## src/rtl/sample_msg_packetizer_pkg.sv

```systemverilog
// Shared framing constants and state encodings for sample_msg_packetizer.
// Header layout: bit WDTH-1 = header flag, bit WDTH-2 = type, [7:0] = length.
package sample_msg_packetizer_pkg;

    localparam int HDR_FLAG_OFS = 1;
    localparam int TYPE_OFS     = 2;
    localparam int LEN_W        = 8;

    localparam logic TYPE_SMP = 1'b0;
    localparam logic TYPE_MSG = 1'b1;

    typedef enum logic [1:0] {
        ST_IDLE,
        ST_SHDR,
        ST_SBODY,
        ST_MBODY
    } out_st_t;

    typedef enum logic [1:0] {
        PS_EXPECT_HDR,
        PS_BODY,
        PS_DISCARD
    } prs_st_t;

endpackage

```

## src/rtl/sample_msg_packetizer_pkt_fifo.sv

```systemverilog
// pkt_fifo: show-ahead synchronous FIFO with occupancy count.
// A push while full is dropped unless a pop happens on the same edge.
module pkt_fifo #(
    parameter int W     = 32,
    parameter int LOG_D = 4
) (
    input  logic           clk,
    input  logic           rst_n,
    input  logic           i_push,
    input  logic [W-1:0]   i_data,
    input  logic           i_pop,
    output logic [W-1:0]   o_data,
    output logic [LOG_D:0] o_count,
    output logic           o_full,
    output logic           o_empty
);
    localparam int D = 1 << LOG_D;

    logic [W-1:0]     r_mem [D];
    logic [LOG_D-1:0] r_wp;
    logic [LOG_D-1:0] r_rp;
    logic [LOG_D:0]   r_cnt;
    logic             w_push;
    logic             w_pop;

    assign o_count = r_cnt;
    assign o_full  = (r_cnt == (LOG_D+1)'(D));
    assign o_empty = (r_cnt == '0);
    assign o_data  = r_mem[r_rp];
    assign w_pop   = i_pop && !o_empty;
    assign w_push  = i_push && (!o_full || w_pop);

    always_ff @(posedge clk) begin
        if (!rst_n) begin
            r_wp  <= '0;
            r_rp  <= '0;
            r_cnt <= '0;
        end else begin
            if (w_push) r_wp <= r_wp + LOG_D'(1);
            if (w_pop)  r_rp <= r_rp + LOG_D'(1);
            r_cnt <= r_cnt + (LOG_D+1)'(w_push) - (LOG_D+1)'(w_pop);
        end
    end

    always_ff @(posedge clk) begin
        if (w_push) r_mem[r_wp] <= i_data;
    end

endmodule

```

## src/rtl/sample_msg_packetizer.sv

```systemverilog
// Merges a sample stream and a message stream into one tagged word stream.
// Optional short-packet flush on idle timeout: define PACKETIZER_FLUSH_EN.
module sample_msg_packetizer
    import sample_msg_packetizer_pkg::*;
#(
    parameter int WDTH          = 32,
    parameter int PKT_LEN       = 16,
    parameter int LOG_DEPTH     = 6,
    parameter int MSG_LOG_DEPTH = 4,
    parameter int FLUSH_CYCLES  = 256
) (
    input  logic            clk,
    input  logic            rst_n,
    input  logic [WDTH-1:0] in_samples,
    input  logic            in_samples_nd,
    input  logic [WDTH-1:0] in_msg,
    input  logic            in_msg_nd,
    output logic [WDTH-1:0] out_data,
    output logic            out_nd,
    output logic            error
);
    localparam int MSG_DEPTH = 1 << MSG_LOG_DEPTH;
    localparam int CW        = MSG_LOG_DEPTH + 1;

    out_st_t              r_st;
    prs_st_t              r_prs;
    logic [LEN_W-1:0]     r_prem;
    logic [LEN_W-1:0]     r_plen;
    logic [LEN_W-1:0]     r_left;
    logic                 r_mhdr;
    logic                 r_last_smp;
    logic [CW-1:0]        r_done_cnt;

    logic [WDTH-1:0]      w_s_wd;
    logic [WDTH-1:0]      w_s_rd;
    logic [LOG_DEPTH:0]   w_s_cnt;
    logic                 w_s_full;
    logic                 w_s_empty;
    logic                 w_s_pop;
    logic [WDTH-1:0]      w_m_rd;
    logic [MSG_LOG_DEPTH:0] w_m_cnt;
    logic                 w_m_full;
    logic                 w_m_empty;
    logic                 w_m_pop;
    logic                 w_m_push;
    logic                 w_is_hdr;
    logic [LEN_W-1:0]     w_len;
    logic                 w_fits;
    logic                 w_m_done;
    logic                 w_m_end;
    logic                 w_prs_err;
    logic                 w_smp_full;
    logic                 w_smp_rdy;
    logic                 w_msg_rdy;
    logic                 w_flush_hit;
    logic [WDTH-1:0]      w_shdr;
    logic                 w_unused_tag;

    assign w_unused_tag = ^in_samples[WDTH-1:WDTH-2];
    assign w_s_wd  = {2'b00, in_samples[WDTH-3:0]};
    assign w_s_pop = (r_st == ST_SBODY) && !w_s_empty;
    assign w_m_pop = (r_st == ST_MBODY) && !w_m_empty;

    pkt_fifo #(.W(WDTH), .LOG_D(LOG_DEPTH)) u_smp_fifo (
        .clk(clk), .rst_n(rst_n),
        .i_push(in_samples_nd), .i_data(w_s_wd), .i_pop(w_s_pop),
        .o_data(w_s_rd), .o_count(w_s_cnt),
        .o_full(w_s_full), .o_empty(w_s_empty)
    );

    pkt_fifo #(.W(WDTH), .LOG_D(MSG_LOG_DEPTH)) u_msg_fifo (
        .clk(clk), .rst_n(rst_n),
        .i_push(w_m_push), .i_data(in_msg), .i_pop(w_m_pop),
        .o_data(w_m_rd), .o_count(w_m_cnt),
        .o_full(w_m_full), .o_empty(w_m_empty)
    );

    assign w_is_hdr = in_msg[WDTH-HDR_FLAG_OFS] &&
                      (in_msg[WDTH-TYPE_OFS] == TYPE_MSG);
    assign w_len    = in_msg[LEN_W-1:0];
    assign w_fits   = (int'(w_len) + 1) <= MSG_DEPTH;

    assign w_m_push = in_msg_nd &&
        ((r_prs == PS_BODY) ||
         ((r_prs == PS_EXPECT_HDR) && w_is_hdr && w_fits));
    assign w_m_done = in_msg_nd &&
        (((r_prs == PS_EXPECT_HDR) && w_is_hdr && w_fits && (w_len == '0)) ||
         ((r_prs == PS_BODY) && (r_prem == LEN_W'(1))));
    assign w_prs_err = in_msg_nd && (r_prs == PS_EXPECT_HDR) &&
                       (!w_is_hdr || !w_fits);

    always_ff @(posedge clk) begin
        if (!rst_n) begin
            r_prs  <= PS_EXPECT_HDR;
            r_prem <= '0;
        end else if (in_msg_nd) begin
            unique case (r_prs)
                PS_EXPECT_HDR: begin
                    if (w_is_hdr && (w_len != '0)) begin
                        r_prs  <= w_fits ? PS_BODY : PS_DISCARD;
                        r_prem <= w_len;
                    end
                end
                PS_BODY, PS_DISCARD: begin
                    r_prem <= r_prem - LEN_W'(1);
                    if (r_prem == LEN_W'(1)) r_prs <= PS_EXPECT_HDR;
                end
                default: r_prs <= PS_EXPECT_HDR;
            endcase
        end
    end

    assign w_smp_full = int'(w_s_cnt) >= PKT_LEN;
    assign w_smp_rdy  = w_smp_full || w_flush_hit;
    assign w_msg_rdy  = (r_done_cnt != '0) && (w_m_cnt != '0);
    assign w_m_end    = (r_st == ST_MBODY) && !w_m_empty &&
        ((r_mhdr && (w_m_rd[LEN_W-1:0] == '0)) ||
         (!r_mhdr && (r_left == LEN_W'(1))));

`ifdef PACKETIZER_FLUSH_EN
    localparam int FW = $clog2(FLUSH_CYCLES + 1);
    logic [FW-1:0] r_flush;
    logic          w_flush_cond;

    assign w_flush_cond = (r_st == ST_IDLE) && !in_samples_nd &&
                          (w_s_cnt != '0) && !w_smp_full;
    assign w_flush_hit  = int'(r_flush) == FLUSH_CYCLES;

    // Holds its value outside IDLE so a pending flush survives a message.
    always_ff @(posedge clk) begin
        if (!rst_n) begin
            r_flush <= '0;
        end else if (in_samples_nd || (r_st == ST_SHDR)) begin
            r_flush <= '0;
        end else if (w_flush_cond && !w_flush_hit) begin
            r_flush <= r_flush + FW'(1);
        end
    end
`else
    localparam int UNUSED_FLUSH = FLUSH_CYCLES;
    assign w_flush_hit = 1'b0;
`endif

    always_comb begin
        w_shdr = '0;
        w_shdr[WDTH-HDR_FLAG_OFS] = 1'b1;
        w_shdr[WDTH-TYPE_OFS]     = TYPE_SMP;
        w_shdr[LEN_W-1:0]         = r_plen;
    end

    always_ff @(posedge clk) begin
        if (!rst_n) begin
            r_done_cnt <= '0;
            error      <= 1'b0;
        end else begin
            r_done_cnt <= r_done_cnt + CW'(w_m_done) - CW'(w_m_end);
            if (w_prs_err ||
                (in_samples_nd && w_s_full && !w_s_pop) ||
                (w_m_push && w_m_full && !w_m_pop))
                error <= 1'b1;
        end
    end

    // Reset value of r_last_smp lets a message win the very first tie.
    always_ff @(posedge clk) begin
        if (!rst_n) begin
            r_st       <= ST_IDLE;
            r_plen     <= '0;
            r_left     <= '0;
            r_mhdr     <= 1'b0;
            r_last_smp <= 1'b1;
            out_data   <= '0;
            out_nd     <= 1'b0;
        end else begin
            unique case (r_st)
                ST_IDLE: begin
                    out_nd <= 1'b0;
                    if (w_msg_rdy && (r_last_smp || !w_smp_rdy)) begin
                        r_st   <= ST_MBODY;
                        r_mhdr <= 1'b1;
                    end else if (w_smp_rdy) begin
                        r_st   <= ST_SHDR;
                        r_plen <= w_smp_full ? LEN_W'(PKT_LEN)
                                             : LEN_W'(w_s_cnt);
                    end
                end
                ST_SHDR: begin
                    out_data   <= w_shdr;
                    out_nd     <= 1'b1;
                    r_left     <= r_plen;
                    r_last_smp <= 1'b1;
                    r_st       <= ST_SBODY;
                end
                ST_SBODY: begin
                    out_data <= w_s_rd;
                    out_nd   <= 1'b1;
                    r_left   <= r_left - LEN_W'(1);
                    if (r_left == LEN_W'(1)) r_st <= ST_IDLE;
                end
                ST_MBODY: begin
                    out_data <= w_m_rd;
                    out_nd   <= 1'b1;
                    r_mhdr   <= 1'b0;
                    r_left   <= r_mhdr ? w_m_rd[LEN_W-1:0]
                                       : r_left - LEN_W'(1);
                    if (w_m_end) begin
                        r_st       <= ST_IDLE;
                        r_last_smp <= 1'b0;
                    end
                end
                default: r_st <= ST_IDLE;
            endcase
        end
    end

endmodule
```

## config.mk

```make
export PLATFORM = sky130hd
export DESIGN_NAME = sample_msg_packetizer
export DESIGN_NICKNAME = d
export VERILOG_FILES = /design/src/rtl/sample_msg_packetizer_pkg.sv /design/src/rtl/sample_msg_packetizer_pkt_fifo.sv /design/src/rtl/sample_msg_packetizer.sv
export SDC_FILE = /design/constraint.sdc
export NUM_CORES = 2
export LEC_CHECK = 0
export CORE_MARGIN = 2
export CORE_UTILIZATION = 50
export CTS_CLUSTER_DIAMETER = 30
export DETAILED_ROUTE_END_ITERATION = 16
export DONT_BUFFER_PORTS = 1
export GPL_ROUTABILITY_DRIVEN = 0
export HOLD_SLACK_MARGIN = 0.06
export SETUP_SLACK_MARGIN = 0.05
export SKIP_LAST_GASP = 1
export SYNTH_ARGS = -nofsm -noshare
export SYNTH_HDL_FRONTEND = slang
export SYNTH_HIERARCHICAL = 1
export SYNTH_SLANG_ARGS = --single-unit
export TNS_END_PERCENT = 1
```

## constraint.sdc

```tcl
create_clock -name clk -period 5.29 [get_ports clk]
set_clock_uncertainty 0.05 [all_clocks]
set_input_delay 0.7935 -clock clk [delete_from_list [all_inputs] [get_ports clk]]
set_output_delay 0.7935 -clock clk [all_outputs]
set_load 0.02 [all_outputs]
```

==> flow_summary_export.csv <==
group,metric,value,unit
outcome,status,"finished clean",
timing,fmax,229,MHz
power_and_ir_drop,leakage,40.1,nW
drt,ant_nets,0,
timing,post-route-min-period,4.36,ns
synth,yosysUniqueCellTypes,77,
timing,fin_tns_setup,0,ns
layout,final_cells,8526,
drt,drt_iter0_markers,5805,
grt,grt_pass1_vias,52986,
setup_path,crit_chain,"mux4_2 -> a22oi_1 -> nand2_1 -> nor4_1 -> nand3_1 -> a21oi_1 -> ha_1 -> inv_1 -> ha_1 -> inv_1 -> fa_1 -> nor2b_1 -> o21bai_1 -> a21oi_1 -> nor3b_1",
synth,synth_enable_flop_cells,2560,
floorplanning,num_rows,165,
placement,port-buffer-count,0,
setup_path,slowest_stage,"dfxtp_4",
clock_network,clock-sinks,2664,
setup_path,reg2reg_to,"r_done_cnt[4]",
setup_path,crit_required,6.00,ns
worst_hold_path,hp-class,"input pin to flop",
power_and_ir_drop,power.internal,48.0,mW
synth,ys_warn_count,6,
clock_network,clk-insertion-delay-late,0.94,ns
floorplanning,die_area,208000,um2
clock_network,cts_made_buffers,540,
synth,async_flop_share,0,%
clock_network,cts-root-buf,"clkbuf_16",
power_and_ir_drop,p_sw,13.7,mW
grt,grt_use_total,25.5,%
floorplanning,die_w,456,um
layout,nNetsFinal,5550,
drt,routed_wl,266000,um
synth,syn_avg_cell_area,21.5,um2
synth,yosysMostFrequentCell,"edfxtp_1",
synth,synth_top_area_share,75.2,%
setup_path,crit_path_end,"r_done_cnt[4]",
power_and_ir_drop,p_seq_share,38.6,%
timing,setup_violations,0,
power_and_ir_drop,power,61.6,mW
timing,min_period_over_period,82.5,%
setup_path,critPathLaunchType,"flop",
floorplanning,die_y,456,um
floorplanning,ios,102,
power_and_ir_drop,ir_drop,0.376,mV
setup_path,max_stage_delay,0.83,ns
layout,fin_util,62.1,%
timing,finalHoldViolCount,0,
setup_path,crit_arrival,5.07,ns
floorplanning,start_util,50.4,%
power_and_ir_drop,p_comb_share,8.8,%
timing,tightest_slew,1.30,ns
setup_path,reg2regPathDepth,15,
setup_path,crit_type,"flop to flop",
synth,synthTopCellsByCount,"edfxtp_1, mux4_2, nor2_1",
grt,grt_max_degree,66,
drt,viasPerCell,6.11,
drt,vias,52110,
synth,synth_top_cell_by_area,"edfxtp_1",
timing,hold_slack,0.144,ns
grt,grt_pass1_wl,380000,um
layout,drive_gt1_share,30.3,%
layout,syn_to_final_growth,23.2,%
synth,synthFlopType,"edfxtp_1",
placement,place_inst,7509,
power_and_ir_drop,swShare,22.2,%
floorplanning,coreArea,203000,um2
clock_network,clk_pin_slew,0.04,ns
setup_path,reg2reg_slack,0.93,ns
drt,drcViolationCount,0,
clock_network,htree_num_levels,6,
clock_network,cts_tree,"done",
grt,antenna_found_initial,14,
synth,ys_top_cells_by_area,"edfxtp_1, mux4_2, dfxtp_1, o22ai_1, mux2i_1",
drt,dr.pass1.iters,6,
timing,slew_headroom,13.1,%
setup_path,path_max_fanout,37,
setup_path,critPathCaptureType,"flop",
drt,wl_per_cell,31.2,um
grt,overflow,0,
synth,syn_inst,4764,
power_and_ir_drop,powerDensity,489,nW/um2
power_and_ir_drop,clkPwrFrac,52.6,%
timing,rsz0062_at_grt,"false",
timing,report.final.slew_viol_count,0,
synth,ys_seq_area_share,77.2,%
placement,hpwlAfterDp,149000,um
flow_run,maxCapViolations,0,
layout,nFillCells,13938,
synth,syn_area,102000,um2
synth,yosys_register_bits,2664,
clock_network,clockBufferDepth,4,
-- layout make-up --
class                           count  area, um2  area share (%)
Antenna cell                        5       12.5         0.00993
Sequential cell                  2664      79000            62.7
Clock buffer                      647      14300            11.4
Inverter                           45        169           0.134
Multi-Input combinational cell   1919      22800            18.1
Tap cell                         2672       3340            2.65
Timing Repair Buffer              275       3170            2.51
Clock inverter                    299       3170            2.52
-- layer usage --
layer | vias up | track usage, % | wire [um] | share of wire [%]
met5 | - | 0 | 46 | 0.017
met4 | 8 | 8.08 | 7040 | 2.6
met3 | 392 | 5.60 | 21500 | 8.1
met2 | 2242 | 40.8 | 131000 | 49
met1 | 27988 | 35.2 | 107000 | 40
li1 | 21480 | - | - | -
-- state kept, by name, summed over array words and instances, names as in the netlist, 2 cells and up, named ones only --
signal,cells
out_data,32
r_done_cnt,5
r_left,8
r_prem,8
r_prs,2
r_st,2
u_msg_fifo/o_count,5
u_msg_fifo/r_mem,512
u_msg_fifo/r_rp,4
u_msg_fifo/r_wp,4
u_smp_fifo/o_count,7
u_smp_fifo/r_mem,2048
u_smp_fifo/r_rp,6
u_smp_fifo/r_wp,6
-- power groups by stage --
stage               Sequential [mW]  Combinational, mW  Clock [mW]
global route                   23.8               5.81        33.9
CTS                            23.8               5.50        32.8
global placement               24.2               5.05           0
floorplan                      24.0               3.83           0
finish                         23.8               5.42        32.4
detailed placement             24.2               5.07           0
-- repair_timing --
action,in CTS,in global routing
setup buffers,0,0
endpoints found under the hold margin,2494,0
resized for setup,0,0
hold buffers,66,0
-- metrics by stage --
step / setup slack [ns] / area (um2)
2_1_floorplan: 0.700 / 103000
3_3_place_gp: 0.845 / 107000
3_5_place_dp: 0.917 / 107000
4_1_cts: 0.888 / 126000
5_1_grt: 0.616 / 126000
6_report: 0.925 / 126000
-- cell families after synthesis --
family | after synthesis | share of synthesized area (%)
flip-flops | 2664 | 77.2
adder cells (fa/ha/maj) | 37 | 0.475
other | 1 | 0.00367
XOR/XNOR | 23 | 0.197
multiplexers | 729 | 15.0
AO/OA/AOI/OAI | 464 | 3.03
buffers and inverters | 308 | 1.55
AND/OR/NAND/NOR | 538 | 2.55
-- critical path: cells and delay by family, from the launching register on --
kind | cells | cell delay [ns]
mux | 1 | 0.59
compound gates | 4 | 0.81
simple gates | 5 | 0.92
flops | 1 | 0.83
buf+inv | 2 | 0.12
fa+ha+maj | 3 | 0.83
-- cells in the final DEF (no fill, tap or decap), drive strengths merged, types with 7 or more instances in the layout --
cell type,n
a211oi,14
a21oi,84
a22oi,73
a31oi,9
and2,32
and3,13
buf,240
bufinv,59
clkbuf,647
clkinv,197
clkinvlp,28
conb,128
dfxtp,104
dlygate4sd3,35
edfxtp,2560
ha,34
inv,60
mux2i,86
mux4,641
nand2,101
nand2b,15
nand3,30
nand3b,9
nand4,7
nor2,207
nor2b,27
nor3,31
nor4,36
o21ai,43
o221ai,29
o22a,20
o22ai,138
or3,12
xnor2,14
xor2,9
-- worst min path at each step --
stage / end / cells past startpoint / startpoint / slack [ns]
detailed placement: r_prs[1] / 2 / r_prs[1] / 0.42
finish: r_prem[0] / 3 / in_msg[0] / 0.14
CTS: r_prs[0] / 3 / in_msg_nd / 0.07
global route: r_prs[0] / 3 / in_msg_nd / 0.11
floorplan: r_prs[1] / 2 / r_prs[1] / 0.39
global placement: r_prs[1] / 2 / r_prs[1] / 0.40
(Power assumes the default switching activity.)
